[src/rtl/alu_bist_driver.sv]
// alu_bist_driver: power-on/diagnostic self-test initiator for the 32-bit ALU.
// Define ALU_BIST_LFSR_EN to append LFSR-generated operand pairs to the fixed set.
module alu_bist_driver #(
   parameter int SETTLE_CYC  = 1,
   parameter int ERR_W       = 8,
   parameter int LFSR_ROUNDS = 16
) (
   input  logic             clk,
   input  logic             rst,
   input  logic             start,
   output logic             busy,
   output logic             done,
   output logic             pass,
   output logic [ERR_W-1:0] err_cnt,
   output logic [2:0]       fail_op,
   output logic [4:0]       fail_idx,
   output logic [31:0]      A,
   output logic [31:0]      B,
   output logic [2:0]       ALU_operation,
   input  logic [31:0]      res,
   input  logic             zero,
   input  logic             overflow
);

   typedef enum logic [2:0] {
      S_IDLE, S_DRIVE, S_SETTLE, S_CHECK, S_DONE
   } state_t;

`ifdef ALU_BIST_LFSR_EN
   localparam int NPAIR = 2 + LFSR_ROUNDS;
`else
   localparam int NPAIR = 2 + (LFSR_ROUNDS & 0);
`endif
   localparam int PW = (NPAIR > 4) ? $clog2(NPAIR) : 2;
   localparam int SW = (SETTLE_CYC > 1) ? $clog2(SETTLE_CYC) : 1;
   localparam logic [PW-1:0] LAST_PAIR = PW'(NPAIR - 1);
   localparam logic [SW-1:0] LAST_SET  = SW'(SETTLE_CYC - 1);

   state_t          state;
   logic [PW-1:0]   pair_q;
   logic [2:0]      op_q;
   logic [SW-1:0]   set_cnt;
   logic [31:0]     vec_a;
   logic [31:0]     vec_b;
   logic [31:0]     g_sum;
   logic [31:0]     g_dif;
   logic [31:0]     g_res;
   logic            g_ovf;
   logic            mismatch;
   logic            last_vec;
   logic [ERR_W-1:0] err_nxt;

`ifdef ALU_BIST_LFSR_EN
   localparam logic [31:0] SEED = 32'hACE1_0001;

   // Right-shifting Galois form of x^32 + x^22 + x^2 + x + 1
   function automatic logic [31:0] lfsr_step(input logic [31:0] s);
      return s[0] ? ((s >> 1) ^ 32'h8020_0003) : (s >> 1);
   endfunction

   logic [31:0] lfsr_q;
   logic [31:0] lfsr_n1;
   logic [31:0] lfsr_n2;

   assign lfsr_n1 = lfsr_step(lfsr_q);
   assign lfsr_n2 = lfsr_step(lfsr_n1);

   always_ff @(posedge clk or posedge rst) begin
      if (rst) begin
         lfsr_q <= SEED;
      end else if (state == S_IDLE && start) begin
         lfsr_q <= SEED;
      end else if (state == S_CHECK && op_q == 3'd7 &&
                   pair_q >= PW'(2)) begin
         lfsr_q <= lfsr_n2;
      end
   end
`endif

   always_comb begin
      vec_a = 32'hA5A5_A5A5;
      vec_b = 32'h5A5A_5A5A;
      if (pair_q == PW'(1)) begin
         vec_a = 32'h0123_4567;
         vec_b = 32'h7654_3210;
      end
`ifdef ALU_BIST_LFSR_EN
      else if (pair_q != '0) begin
         vec_a = lfsr_q;
         vec_b = lfsr_n1;
      end
`endif
   end

   assign g_sum = A + B;
   assign g_dif = A - B;

   always_comb begin
      g_res = '0;
      g_ovf = 1'b0;
      case (ALU_operation)
         3'b000: g_res = A & B;
         3'b001: g_res = A | B;
         3'b010: begin
            g_res = g_sum;
            g_ovf = (A[31] == B[31]) && (g_sum[31] != A[31]);
         end
         3'b011: g_res = A ^ B;
         3'b100: g_res = ~(A | B);
         3'b101: g_res = A >> B[4:0];
         3'b110: begin
            g_res = g_dif;
            g_ovf = (A[31] != B[31]) && (g_dif[31] != A[31]);
         end
         default: g_res = {31'd0, $signed(A) < $signed(B)};
      endcase
   end

   assign mismatch = (res != g_res) || (zero != (g_res == '0)) ||
                     (overflow != g_ovf);
   assign last_vec = (op_q == 3'd7) && (pair_q == LAST_PAIR);
   assign err_nxt  = (mismatch && !(&err_cnt)) ? err_cnt + 1'b1 : err_cnt;

   always_ff @(posedge clk or posedge rst) begin
      if (rst) begin
         state         <= S_IDLE;
         pair_q        <= '0;
         op_q          <= '0;
         set_cnt       <= '0;
         busy          <= 1'b0;
         done          <= 1'b0;
         pass          <= 1'b0;
         err_cnt       <= '0;
         fail_op       <= '0;
         fail_idx      <= '0;
         A             <= '0;
         B             <= '0;
         ALU_operation <= '0;
      end else begin
         case (state)
            S_IDLE: begin
               if (start) begin
                  state    <= S_DRIVE;
                  busy     <= 1'b1;
                  pass     <= 1'b0;
                  err_cnt  <= '0;
                  fail_op  <= '0;
                  fail_idx <= '0;
                  pair_q   <= '0;
                  op_q     <= '0;
               end
            end
            S_DRIVE: begin
               A             <= vec_a;
               B             <= vec_b;
               ALU_operation <= op_q;
               set_cnt       <= '0;
               state         <= S_SETTLE;
            end
            S_SETTLE: begin
               if (set_cnt == LAST_SET) state <= S_CHECK;
               else set_cnt <= set_cnt + 1'b1;
            end
            S_CHECK: begin
               err_cnt <= err_nxt;
               if (mismatch && err_cnt == '0) begin
                  fail_op  <= op_q;
                  fail_idx <= {pair_q[1:0], op_q};
               end
               op_q <= op_q + 3'd1;
               if (op_q == 3'd7) pair_q <= pair_q + 1'b1;
               if (last_vec) begin
                  state <= S_DONE;
                  done  <= 1'b1;
                  pass  <= (err_nxt == '0);
               end else begin
                  state <= S_DRIVE;
               end
            end
            S_DONE: begin
               state <= S_IDLE;
               done  <= 1'b0;
               busy  <= 1'b0;
            end
            default: state <= S_IDLE;
         endcase
      end
   end

endmodule
[config.mk]
export PLATFORM = sky130hd
export DESIGN_NAME = alu_bist_driver
export DESIGN_NICKNAME = d
export VERILOG_FILES = /design/src/rtl/alu_bist_driver.sv
export SDC_FILE = /design/constraint.sdc
export NUM_CORES = 1
export LEC_CHECK = 0
export BUFFER_PORTS_ARGS = -buffer_cell sky130_fd_sc_hd__buf_2
export CELL_PAD_IN_SITES_DETAIL_PLACEMENT = 2
export CELL_PAD_IN_SITES_GLOBAL_PLACEMENT = 2
export CORE_MARGIN = 2
export CORE_UTILIZATION = 28
export CTS_CLUSTER_SIZE = 8
export DETAILED_ROUTE_END_ITERATION = 7
export GPL_TIMING_DRIVEN = 0
export PLACE_DENSITY = 0.78
export SYNTH_ARGS = -nofsm -noshare
export SYNTH_HDL_FRONTEND = slang
export SYNTH_SLANG_ARGS = --single-unit
export TNS_END_PERCENT = 10
[constraint.sdc]
create_clock -name clk -period 4.2 [get_ports clk]
set_input_delay 0.21 -clock clk [delete_from_list [all_inputs] [get_ports clk]]
set_output_delay 0.21 -clock clk [all_outputs]
set_load 0.01 [all_outputs]
* Yosys cells after proc, flatten, opt, wreduce, memory -nomap -nowiden
Index checks and enable logic that the tools add are counted.
Storage, ports and cells: register bits after elaboration 95, input bits 37, output and inout port bits 86, word-level logic and storage cells 104
Operators by class: add/sub/neg operators 6, order comparisons 1, equality and inequality tests 24, shifts and indexed selects 1, multiplexer cells 30, bitwise logic cells 4, reduce and logical (&&, ||, !) cells 25
Operator list (count):
- 32-bit case mux with 7 select lines | 1
- 32-bit adder | 1
- 32-bit AND | 1
- 32-bit zero test | 1
- 32-bit less-than comparator | 1
- 32-bit 2-to-1 mux | 1
- 32-bit inequality test | 1
- 32-bit inverter | 1
- 32-bit OR | 1
- 32-bit by 5-bit >> shifter with 32-bit output | 1
- 32-bit subtractor | 1
- 32-bit XOR | 1
- 30-bit 2-to-1 mux | 1
- 8-bit zero test | 2
- 8-bit 2-to-1 mux | 2
- 8-bit case mux with 2 select lines | 1
- 3-bit == test (second input constant) | 5
- 3-bit 2-to-1 mux | 5
- 3-bit by 2-bit == test with 1-bit output (second input constant) | 4
- 3-bit case mux with 2 select lines | 2
- 3-bit case mux with 4 select lines | 1
- 5-bit 2-to-1 mux | 2
- 2-bit inequality test (second input constant) | 5
- 1-bit case mux with 2 select lines | 5
- 20 further kinds | 44

* Depth between registers and ports, before layout
Gate-level depths: netlist of the first run.
depth in word-level cells 12, mapped depth 20, mapped depth without buffers 18

* Worst setup path after synthesis of the first run
Ideal clock, no wire load.
kind reg-to-reg, start reg A[29], end reg fail_idx[2], setup time 0.125 ns, data arrival time 4.537 ns, data required time 4.075 ns, path slack -0.462 ns, cell stages (with the launch flop) 19, path buffers 5, period minus slack after synthesis 4.662 ns, cells stage by stage dfrtp_1 clkbuf_1 inv_1 ha_1 buf_2 buf_6 buf_4 a211oi_1 a211oi_1 o31ai_1 o211ai_1 xor2_1 or4b_2 nor4_2 o211ai_2 nand2_2 and4b_1 buf_6 mux2_4
Between the ends: cells in the longest elaborated chain, start to end 10, elaborated cells on any way between the ends 23, classes of those cells 2 x add/sub; 1 x order compare; 6 x eq/ne; 1 x shift; 2 x mux; 4 x bitwise; 7 x reduce/logical
Ends and longest elaborated chain:
- from (decl) | RTL line 17 | output logic [31:0] A,
- from (signal assigned) | RTL line 154 | A <= vec_a;
- branches (longest 6 deep; another with 32-bit subtractor)
- 1-bit logical OR (*) | RTL line 119 | assign mismatch = (res != g_res) || (zero != (g_res == '0)) ||
- 1-bit logical AND (*) | RTL line 166 | if (mismatch && err_cnt == '0) begin
- 2-bit inequality test (no source line) (*)
- 3-bit AND reduction (no source line) (*)
- to (signal assigned) | RTL line 168 | fail_idx <= {pair_q[1:0], op_q};
- to (decl) | RTL line 16 | output logic [4:0] fail_idx,
Every way passes the cells marked *. A chain may end at the register's enable or synchronous reset.

* Worst setup path in the final report of the first run
Same ends and word-level chain as after synthesis.

==> run_results.csv, run 1 <==
group,metric,value,unit
final_layout,num_antenna_cells,0,
floorplan,ios,123,
place,dp_hpwl,19700,um
run_status,status,"finished with violations",
final_layout,drive_above_1_share,38.3,%
clocking,cts_tree,"done",
clocking,insertion_delay,0.28,ns
synthesis,syn_area,5100,um2
floorplan,die_x,139,um
timing,fin_crit_sh,105,%
global_route,antenna_found_initial,0,
timing,worstMarginPinSlew,1.20,ns
clocking,cts_made_buffers,5,
final_layout,stdcell_area,6940,um2
synthesis,async_flop_share,100,%
floorplan,die-area,19300,um2
timing,skew,0.00677,ns
worst_setup_path,endpoint_kind,"flop",
clocking,clkTransAtPathRegs,0.05,ns
final_layout,syn_to_final_growth,35.9,%
run_status,violations,"setup timing",
detailed_routing,wl_per_cell,25.2,um
worst_setup_path,start_kind,"flop",
timing,relSlewSlack,20.1,%
place,place_ws,-1.37,ns
place,port_buffers,98,
global_route,grt_overflow,0,
worst_setup_path,critPathRequiredTime,4.36,ns
clocking,clk_path_buf_depth,2,
global_route,grt_pass1_vias,6507,
place,placed_area,6060,um2
timing,final_hold_viol_count,0,
synthesis,netlist_instances,673,
detailed_routing,drtIter0Drc,451,
power_and_ir_drop,p_leak,3.03,nW
synthesis,yosysWarningCount,0,
detailed_routing,viasPerCell,5.69,
floorplan,core-area,17900,um2
timing,finalCriticalPeriod,4.41,ns
floorplan,die_h,139,um
synthesis,synth_flop_cell,"dfrtp_1",
detailed_routing,ant_nets,0,
clocking,postCtsHoldBufs,0,
power_and_ir_drop,peakVddDrop,388,uV
detailed_routing,drc,0,
worst_setup_path,arrival,4.57,ns
synthesis,ys_seq_area_share,14.7,%
worst_setup_path,critical_path_class,"reg -> reg",
power_and_ir_drop,power.density,816,nW/um2
worst_setup_path,worstPathMaxFanout,10,
timing,maxSlewViolCount,0,
detailed_routing,vias,6093,
clocking,ctsRootBufferMaster,"clkbuf_16",
global_route,grt_pass1_wl,39900,um
synthesis,synth.avg_cell_area,7.58,um2
floorplan,initial_core_util,28.5,%
final_layout,nNetsFinal,905,
floorplan,rows,49,
synthesis,synth_edf_count,0,
place,place.gp.congestion,0.958,
timing,rsz0062_at_grt,"yes",
worst_hold_path,hp-class,"in -> async",
detailed_routing,wirelength,26900,um
clocking,cts_sinks,30,
timing,worst_slack,-0.212,ns
synthesis,synth_cell_type_count,82,
timing,fmax,0.227,GHz
flow_run,maxCapViolations,0,
timing,finalSetupViolCount,13,
synthesis,synth-seq-cells,30,
global_route,grt_usage,26.5,%
global_route,grt_max_degree,31,
clocking,cts_max_level,2,
detailed_routing,dr.pass1.iters,4,
==> stage by stage <==
step           std cells  utilization (%)  hold slack [ns]  power (mW)  TNS (ns)
2_1_floorplan        696                -            0.301        3.18         0
3_3_place_gp        1023             33.8            0.465        4.44    -16.22
3_5_place_dp        1023             33.8            0.499        4.57    -17.45
4_1_cts             1058             37.3            0.260        5.31     -2.24
5_1_grt             1070             38.7            0.283        5.96     -3.34
6_report            1070             38.7            0.245        5.66     -1.60
==> routing by layer <==
| layer | part of all wire, % | up-vias | wire (um) | global-route usage (%) |
|---|---|---|---|---|
| li1 | - | 2711 | - | - |
| met1 | 42 | 3115 | 11400 | 33.8 |
| met2 | 49 | 211 | 13100 | 45.4 |
| met3 | 4.2 | 56 | 1120 | 1.93 |
| met4 | 4.6 | 0 | 1240 | 13.1 |
| met5 | 0 | - | 0 | 0 |
==> area by class of cell <==
type	count	area [um2]
Timing Repair Buffer	137	798
Sequential cell	30	759
Buffer	112	896
Tap cell	229	287
Clock buffer	7	143
Fill cell	2085	11000
Clock inverter	1	5.00
Multi-Input combinational cell	530	3940
Inverter	24	109
==> layout by cell type, fill, tap and decap left out, types with 4 or more instances in the layout <==
cell | Yosys | final
a21o_1 | 6 | 6
or2_2 | 6 | 6
conb_1 | 1 | 24
or3_1 | 8 | 7
nand3b_1 | 8 | 8
nand3_1 | 19 | 17
dfrtp_1 | 30 | 27
nand2b_1 | 12 | 12
mux2i_1 | 10 | 10
a211oi_1 | 13 | 8
nor2b_1 | 19 | 16
and2_1 | 6 | 6
o211ai_1 | 4 | 4
o21ai_1 | 2 | 11
nor4_2 | 2 | 5
xor2_1 | 12 | 12
a31oi_1 | 15 | 13
nand4_1 | 15 | 15
inv_1 | 23 | 19
o21bai_1 | 6 | 6
clkbuf_1 | 18 | 12
nor3b_1 | 5 | 5
buf_6 | 7 | 12
buf_4 | 74 | 107
and3_1 | 6 | 6
and3b_1 | 6 | 6
nor2_1 | 38 | 37
and4_1 | 4 | 4
a311oi_1 | 6 | 4
nand2_1 | 46 | 45
nor3_1 | 14 | 11
ha_1 | 28 | 19
ha_4 | 0 | 6
a21oi_1 | 31 | 29
a211oi_2 | 0 | 4
o21ai_0 | 41 | 32
clkbuf_16 | 0 | 7
xnor2_1 | 23 | 23
buf_2 | 12 | 106
o31ai_1 | 7 | 5
==> flip-flops by register name (all words and copies together) (netlist names) <==
register / cells
fail_op: 2
busy: 1
A: 3
pass: 1
done: 1
op_q: 3
fail_idx: 3
err_cnt: 8
state: 3
ALU_operation: 3
pair_q: 2
==> kinds of logic (layout without fill, tap and decap cells) <==
| group | after synthesis | after routing | share of synthesized area, % |
|---|---|---|---|
| flip-flops | 30 | 30 | 14.7 |
| other | 1 | 24 | 0.0735 |
| XOR/XNOR | 35 | 35 | 6.01 |
| multiplexers | 15 | 15 | 3.29 |
| AND/OR/NAND/NOR | 236 | 236 | 26.2 |
| AO/OA/AOI/OAI | 192 | 192 | 26.1 |
| buffers and inverters | 136 | 281 | 16.8 |
| adder cells (fa/ha/maj) | 28 | 28 | 6.87 |
==> power breakdown <==
part / internal, mW / switching, mW / total (mW)
Clock: 0.235 / 0.134 / 0.368
Sequential: 0.381 / 0.108 / 0.489
Combinational: 1.91 / 2.89 / 4.80
Total: 2.53 / 3.13 / 5.66
==> Yosys cell counts (14+ instances only) <==
master    number  area share, %
nand2_1       46            3.4
a31oi_1       15            1.8
xnor2_1       23            3.9
nor2b_1       19            2.3
nand4_1       15            1.8
inv_1         23            1.7
buf_4         74             11
clkbuf_1      18            1.3
ha_1          28            6.9
a21oi_1       31            3.0
nand3_1       19            1.9
nor2_1        38            2.8
nor3_1        14            1.4
dfrtp_1       30             15
o21ai_0       41            4.0
==> path summary, 6_finish.rpt <==
kind                                         from                      end  slack (ns)  cells after the start
worst max-delay path            A[29]$_DFFE_PP0P_  fail_idx[2]$_DFFE_PP0P_       -0.21                     17
worst min-delay path                          rst  fail_idx[3]$_DFFE_PP0P_        0.24                      2
worst max register to register  A[29]$_DFFE_PP0P_  fail_idx[2]$_DFFE_PP0P_       -0.21                     17
worst min register to register   pass$_DFFE_PP0P_         pass$_DFFE_PP0P_        0.50                      2
max in group asynchronous                     rst        A[24]$_DFFE_PP0P_        3.10                      2
min in group clk                            start         busy$_DFFE_PP0P_        0.26                      3
==> worst max-delay path: stages, from the launching register on <==
cell	delay (ns)
dfrtp_4	0.44
clkbuf_16	0.14
clkinvlp_4	0.14
ha_4	0.31
buf_8	0.15
buf_12	0.15
buf_6	0.18
a21oi_1	0.08
o31ai_1	0.32
o211ai_1	0.29
xor2_1	0.22
or4b_4	0.60
nor4_2	0.34
o211ai_4	0.18
nand2_2	0.10
and4b_1	0.20
buf_6	0.14
mux2_4	0.29
==> timing repair <==
item | in CTS | in global routing
resized for setup | 70 | 34
pin swaps | 19 | 20
buffers inserted | 27 | 12
setup endpoints to repair | 14 | 14
Power figures use the tool's default switching activity.
==> run 2, diff against run 1 <==
--- a/config.mk
+++ b/config.mk
@@ -14,6 +14,7 @@
 export DETAILED_ROUTE_END_ITERATION = 7
 export GPL_TIMING_DRIVEN = 0
 export PLACE_DENSITY = 0.78
+export REMOVE_ABC_BUFFERS = 1
 export SYNTH_ARGS = -nofsm -noshare
 export SYNTH_HDL_FRONTEND = slang
 export SYNTH_SLANG_ARGS = --single-unit
==> run 2 against run 1 <==
The run still ends with setup timing left. Sequential power up 29%. Sequential share of layout area is 1.3 points higher. Wire length down 15%. Clock power grew 1%. Worst setup slack improved by 0.059 ns. Critical path depth up 1. Combinational power fell by 14%. Flip-flop and latch count stayed put. Clock skew shrank 0.00081 ns. Die area unchanged. Critical path type unchanged. Largest power group unchanged. Highest routed layer is now met5.
==> run_results.csv, run 2 (same netlist as run 1, synthesis figures left out) <==
group,metric,value,unit
floorplan,core-area,17900,um2
timing,finalCriticalPeriod,4.35,ns
place,dp.cells,912,
timing,fmax,0.230,GHz
worst_setup_path,path_common_cell,"buf_6",
final_layout,drive_above_1_share,32.0,%
power_and_ir_drop,p_clk_share,7.3,%
power_and_ir_drop,p_switching,2.90,mW
timing,finalSetupViolCount,6,
floorplan,rows,49,
final_layout,finish.utilization,34.9,%
clocking,ctsRootBufferMaster,"clkbuf_16",
global_route,grt_pass1_wl,34500,um
worst_setup_path,critical_path_buf_inv_count,3,
floorplan,die_h,139,um
worst_setup_path,critical_path_class,"reg -> reg",
floorplan,initial_core_util,28.5,%
timing,worstMarginPinSlew,1.18,ns
worst_hold_path,hp-class,"in -> async",
global_route,grt_usage,22.4,%
detailed_routing,vias,5721,
timing,fin_crit_sh,104,%
final_layout,syn_to_final_growth,22.5,%
run_status,violations,"setup timing",
power_and_ir_drop,power.density,821,nW/um2
clocking,postCtsHoldBufs,0,
final_layout,regArea,768,um2
power_and_ir_drop,p_comb_share,80.5,%
final_layout,fillers,2060,
final_layout,multi_input_area,3950,um2
floorplan,die-area,19300,um2
place,port_buffers,98,
detailed_routing,drc,0,
final_layout,largest_register_ff_count,8,
detailed_routing,viasPerCell,5.90,
place,place_ws,-3.05,ns
detailed_routing,wl_per_cell,23.7,um
clocking,cts_sinks,30,
detailed_routing,drtIter0Drc,345,
worst_setup_path,arrival,4.54,ns
timing,skew,0.00597,ns
final_layout,final_common_cell,"buf_2",
clocking,insertion_delay,0.28,ns
global_route,grt_max_degree,43,
timing,maxSlewViolCount,0,
global_route,antenna_found_initial,1,
run_status,status,"finished with violations",
place,dp_hpwl,14400,um
worst_setup_path,crit_family,"simple AND/OR/NAND/NOR gates",
global_route,grt_overflow,0,
timing,rsz0062_at_grt,"yes",
clocking,cts_made_buffers,5,
worst_setup_path,critPathRequiredTime,4.39,ns
worst_setup_path,cp_slowest_stage_delay,0.52,ns
power_and_ir_drop,peakVddDrop,275,uV
worst_setup_path,worstPathMaxFanout,8,
floorplan,die_x,139,um
power_and_ir_drop,pwr-share-seq,12.3,%
global_route,grt_pass1_vias,5802,
timing,relSlewSlack,21.3,%
worst_setup_path,path_cells,"buf_6, ha_4, buf_8, or3_4, a31oi_4, ha_2, nand2_1, a21oi_4, nor2_2, xnor2_1, a2111oi_2, nand4_1, nor4_4, o211ai_4, buf_6, nand2_4, mux2_4, o31ai_4",
place,place.gp.congestion,0.893,
clocking,clk_path_buf_depth,2,
clocking,cts_tree,"done",
floorplan,ios,123,
power_and_ir_drop,internal_power,2.23,mW
worst_setup_path,endpoint_kind,"flop",
final_layout,stdcell_count,970,
timing,final_hold_viol_count,0,
detailed_routing,wirelength,23000,um
timing,worst_slack,-0.153,ns
final_layout,layout_common_cells,"buf_2, nand2_1, o21ai_0, buf_4, nor2_1",
detailed_routing,dr.pass1.iters,5,
power_and_ir_drop,p_leak,2.61,nW
clocking,clkTransAtPathRegs,0.06,ns
final_layout,top_register,"err_cnt",
flow_run,maxCapViolations,0,
worst_setup_path,start_kind,"flop",
worst_setup_path,cp_slowest_cell,"dfrtp_4",
detailed_routing,ant_nets,0,
power_and_ir_drop,power,5.13,mW
power_and_ir_drop,power.share.switching,56.5,%
final_layout,nNetsFinal,805,
timing,holdWs,0.232,ns
final_layout,num_antenna_cells,0,
clocking,cts_max_level,2,
==> run 2: cell count changes in the layout (fill, tap and decap cells not counted), moves of 3 or more <==
cell      delta
buf_12       -3
nor4_2       -5
o21ai_1      -9
dfrtp_1      -3
buf_6        -7
nor4_1       +3
ha_1         -4
ha_4         +3
o21ai_0      +7
clkbuf_1    -12
buf_2        -8
buf_4       -68
==> run 2: final cells by class <==
cell class	instances	share of cell area (%)
clock buffers	6	2.22
well taps	229	4.59
repair inverters	1	0.0801
repair buffers	148	15.6
flip-flops and latches	30	12.3
multi-input cells	530	63.3
inverters	24	1.72
clock inverters	2	0.200
==> run 2: worst paths after layout <==
path	startpoint	end	slack [ns]	cells after the start
min in group clk	start	busy$_DFFE_PP0P_	0.25	3
worst min register to register	pair_q[1]$_DFFE_PP0P_	pair_q[1]$_DFFE_PP0P_	0.49	2
max in group asynchronous	rst	ALU_operation[0]$_DFFE_PP0P_	3.11	2
worst max-delay path	A[29]$_DFFE_PP0P_	pass$_DFFE_PP0P_	-0.15	18
worst min-delay path	rst	fail_idx[4]$_DFFE_PP0P_	0.23	2
worst max register to register	A[29]$_DFFE_PP0P_	pass$_DFFE_PP0P_	-0.15	18
==> run 2: metrics by stage <==
| step | setup TNS [ns] | cell area [um2] |
|---|---|---|
| finish | -0.484 | 6250 |
| global route | -1.60 | 6250 |
| CTS | 0 | 6020 |
| detailed placement | -37.92 | 5220 |
| global placement | -47.00 | 5200 |
| floorplan | -29.86 | 4420 |
==> run 2: power by group through the flow <==
| stage | Combinational [mW] | Clock [mW] | Sequential (mW) |
|---|---|---|---|
| final | 4.13 | 0.373 | 0.630 |
| after global routing | 4.41 | 0.391 | 0.656 |
| after CTS | 3.83 | 0.374 | 0.622 |
| after detailed placement | 3.17 | 0 | 0.676 |
| after global placement | 3.10 | 0 | 0.668 |
| after floorplan | 2.07 | 0 | 0.661 |
==> run 2: timing repair <==
| action | in CTS | in global routing |
|---|---|---|
| setup buffers | 38 | 9 |
| gates resized for setup | 67 | 32 |
| endpoints found under the setup margin | 14 | 14 |
| gates cloned | 3 | 0 |
| pin swaps | 13 | 17 |
==> run 2: metal layers <==
layer	vias to the layer above	track usage [%]	part of all wire (%)
met5	-	0	0.048
met4	2	11.0	5.4
met3	75	5.11	8.0
met2	274	37.4	47
met1	2859	27.2	39
li1	2511	-	-
==> run 3, diff against run 2 <==
--- a/config.mk
+++ b/config.mk
@@ -9,11 +9,12 @@
 export CELL_PAD_IN_SITES_DETAIL_PLACEMENT = 2
 export CELL_PAD_IN_SITES_GLOBAL_PLACEMENT = 2
 export CORE_MARGIN = 2
-export CORE_UTILIZATION = 28
+export CORE_UTILIZATION = 29
+export CTS_BUF_LIST = sky130_fd_sc_hd__clkbuf_8
 export CTS_CLUSTER_SIZE = 8
 export DETAILED_ROUTE_END_ITERATION = 7
 export GPL_TIMING_DRIVEN = 0
-export PLACE_DENSITY = 0.78
+export PLACE_DENSITY = 0.8
 export REMOVE_ABC_BUFFERS = 1
 export SYNTH_ARGS = -nofsm -noshare
 export SYNTH_HDL_FRONTEND = slang
==> run 3 against run 2 <==
The flow now finishes without violations. Clock skew is 0.0012 ns higher. Final area is 1.2% lower. Worst setup slack better by 0.19 ns. Clock-buffer cell count stayed put. Non-clock buffer count is 1 lower. Register-to-register slack better by 0.19 ns. Total power is 0.75% lower. Critical path depth is 4 lower. Clock power is 34% lower. Sequential power is 1% lower.
==> run_results.csv, run 3 (same netlist as run 1, synthesis figures left out) <==
group,metric,value,unit
final_layout,drive_above_1_share,32.3,%
final_layout,largest_register_ff_count,8,
worst_setup_path,cp_slowest_cell,"dfrtp_4",
worst_setup_path,critical_path_class,"reg -> reg",
worst_setup_path,start_kind,"flop",
timing,maxSlewViolCount,0,
worst_setup_path,endpoint_kind,"flop",
timing,final_hold_viol_count,0,
final_layout,nNetsFinal,804,
floorplan,core-area,17200,um2
detailed_routing,vias,5640,
worst_setup_path,critPathRequiredTime,4.37,ns
worst_hold_path,hp-class,"in -> async",
detailed_routing,drc,0,
final_layout,final_common_cell,"buf_2",
detailed_routing,ant_nets,0,
floorplan,die_h,137,um
run_status,status,"finished, final reports clean",
clocking,clkTransAtPathRegs,0.07,ns
clocking,cts_sinks,30,
clocking,ctsRootBufferMaster,"clkbuf_8",
floorplan,die_x,137,um
timing,worstMarginPinSlew,1.18,ns
clocking,cts_made_buffers,5,
global_route,grt_max_degree,43,
floorplan,ios,123,
final_layout,layout_common_cells,"buf_2, nand2_1, o21ai_0",
worst_setup_path,r2r-end,"fail_idx[2]$_DFFE_PP0P_",
clocking,cts_tree,"done",
detailed_routing,viasPerCell,5.84,
place,place.gp.congestion,0.922,
power_and_ir_drop,power.density,825,nW/um2
floorplan,die-area,18700,um2
detailed_routing,drtIter0Drc,316,
worst_setup_path,arrival,4.33,ns
detailed_routing,dr.pass1.iters,5,
worst_setup_path,crit_family,"compound AO/OA/AOI/OAI gates",
detailed_routing,wirelength,23400,um
timing,finalCriticalPeriod,4.17,ns
timing,skew,0.00721,ns
final_layout,num_antenna_cells,0,
timing,finalSetupViolCount,0,
worst_setup_path,critical_path_buf_inv_count,1,
worst_setup_path,path_common_cell,"ha_4",
global_route,antenna_found_initial,0,
global_route,grt_pass1_wl,35000,um
place,port_buffers,98,
timing,rsz0062_at_grt,"yes",
clocking,clk_path_buf_depth,2,
global_route,grt_pass1_vias,5929,
final_layout,multi_input_area,3980,um2
final_layout,stdcell_area,6170,um2
timing,fin_crit_sh,99.2,%
final_layout,regArea,771,um2
final_layout,syn_to_final_growth,21.0,%
worst_setup_path,path_cells,"buf_4, ha_4, ha_4, nand2_1, nor3_1, a2111o_1, mux2_2, a22oi_1, and3_1, o21ai_1, o211ai_4, nand2_2, and4b_4, mux2_4",
worst_setup_path,reg2reg_from,"A[29]$_DFFE_PP0P_",
final_layout,top_register,"err_cnt",
place,placed_area,5220,um2
power_and_ir_drop,p_leak,2.55,nW
worst_setup_path,worstPathMaxFanout,12,
floorplan,rows,48,
clocking,cts_max_level,2,
final_layout,stdcell_count,965,
timing,holdWs,0.233,ns
power_and_ir_drop,peakVddDrop,323,uV
floorplan,initial_core_util,29.6,%
timing,relSlewSlack,21.1,%
timing,fmax,0.240,GHz
final_layout,finish.utilization,35.8,%
detailed_routing,wl_per_cell,24.2,um
worst_setup_path,r2r_cells,14,
final_layout,fillers,2029,
worst_setup_path,cp_slowest_stage_delay,0.50,ns
place,dp_hpwl,15000,um
global_route,grt_overflow,0,
flow_run,maxCapViolations,0,
clocking,insertion_delay,0.28,ns
global_route,grt_usage,24.5,%
power_and_ir_drop,power,5.09,mW
place,dp.cells,908,
worst_setup_path,reg2reg_setup_slack,0.03,ns
run 3: cell count changes in the layout (fill, tap and decap cells not counted), moves of 3 or more:
cell / delta
buf_12: +3
clkbuf_16: -5
clkbuf_8: +5
ha_2: -3
nor4_2: +3
o31ai_2: +3
run 3: layer usage:
| layer | vias to the layer above | track usage, % | wire, um |
|---|---|---|---|
| met5 | - | 0 | 0 |
| met4 | 0 | 12.4 | 1350 |
| met3 | 71 | 3.22 | 1350 |
| met2 | 245 | 43.3 | 11500 |
| met1 | 2814 | 28.9 | 9230 |
| li1 | 2510 | - | - |
run 3: worst max-delay path by stage:
| stage | start | to | cells past startpoint |
|---|---|---|---|
| finish | A[29]$_DFFE_PP0P_ | fail_idx[2]$_DFFE_PP0P_ | 14 |
| global route | A[29]$_DFFE_PP0P_ | pass$_DFFE_PP0P_ | 18 |
| CTS | A[24]$_DFFE_PP0P_ | fail_idx[2]$_DFFE_PP0P_ | 13 |
| detailed placement | A[29]$_DFFE_PP0P_ | fail_op[1]$_DFFE_PP0P_ | 13 |
| global placement | A[29]$_DFFE_PP0P_ | fail_idx[2]$_DFFE_PP0P_ | 13 |
| floorplan | A[24]$_DFFE_PP0P_ | fail_idx[2]$_DFFE_PP0P_ | 16 |
run 3: area by class of cell:
| type | instances | share of cell area, % |
|---|---|---|
| clock buffer | 6 | 1.34 |
| timing repair buffer | 147 | 15.2 |
| inverter | 24 | 1.70 |
| clock inverter | 2 | 0.203 |
| timing repair inverter | 1 | 0.0811 |
| multi-input combinational | 530 | 64.5 |
| tap | 225 | 4.56 |
| sequential | 30 | 12.5 |
run 3: repair_timing:
| action | CTS | global route |
|---|---|---|
| gates resized for setup | 66 | 33 |
| setup buffers | 38 | 10 |
| endpoints found under the setup margin | 14 | 14 |
| cloned | 1 | 0 |
| hold buffers | 0 | 0 |
| pin swaps | 11 | 17 |
run 3: report_power, final:
| group | switching (mW) | internal (mW) | total (mW) |
|---|---|---|---|
| registers | 0.234 | 0.387 | 0.622 |
| logic | 2.58 | 1.64 | 4.23 |
| clock network | 0.114 | 0.132 | 0.245 |
| total | 2.93 | 2.16 | 5.09 |
run 3: through the flow:
stage | TNS [ns] | worst slack [ns]
2_1_floorplan | -29.86 | -2.42
3_3_place_gp | -43.66 | -3.45
3_5_place_dp | -48.16 | -3.75
4_1_cts | -0.220 | -0.0611
5_1_grt | -0.557 | -0.144
6_report | 0 | 0.0348
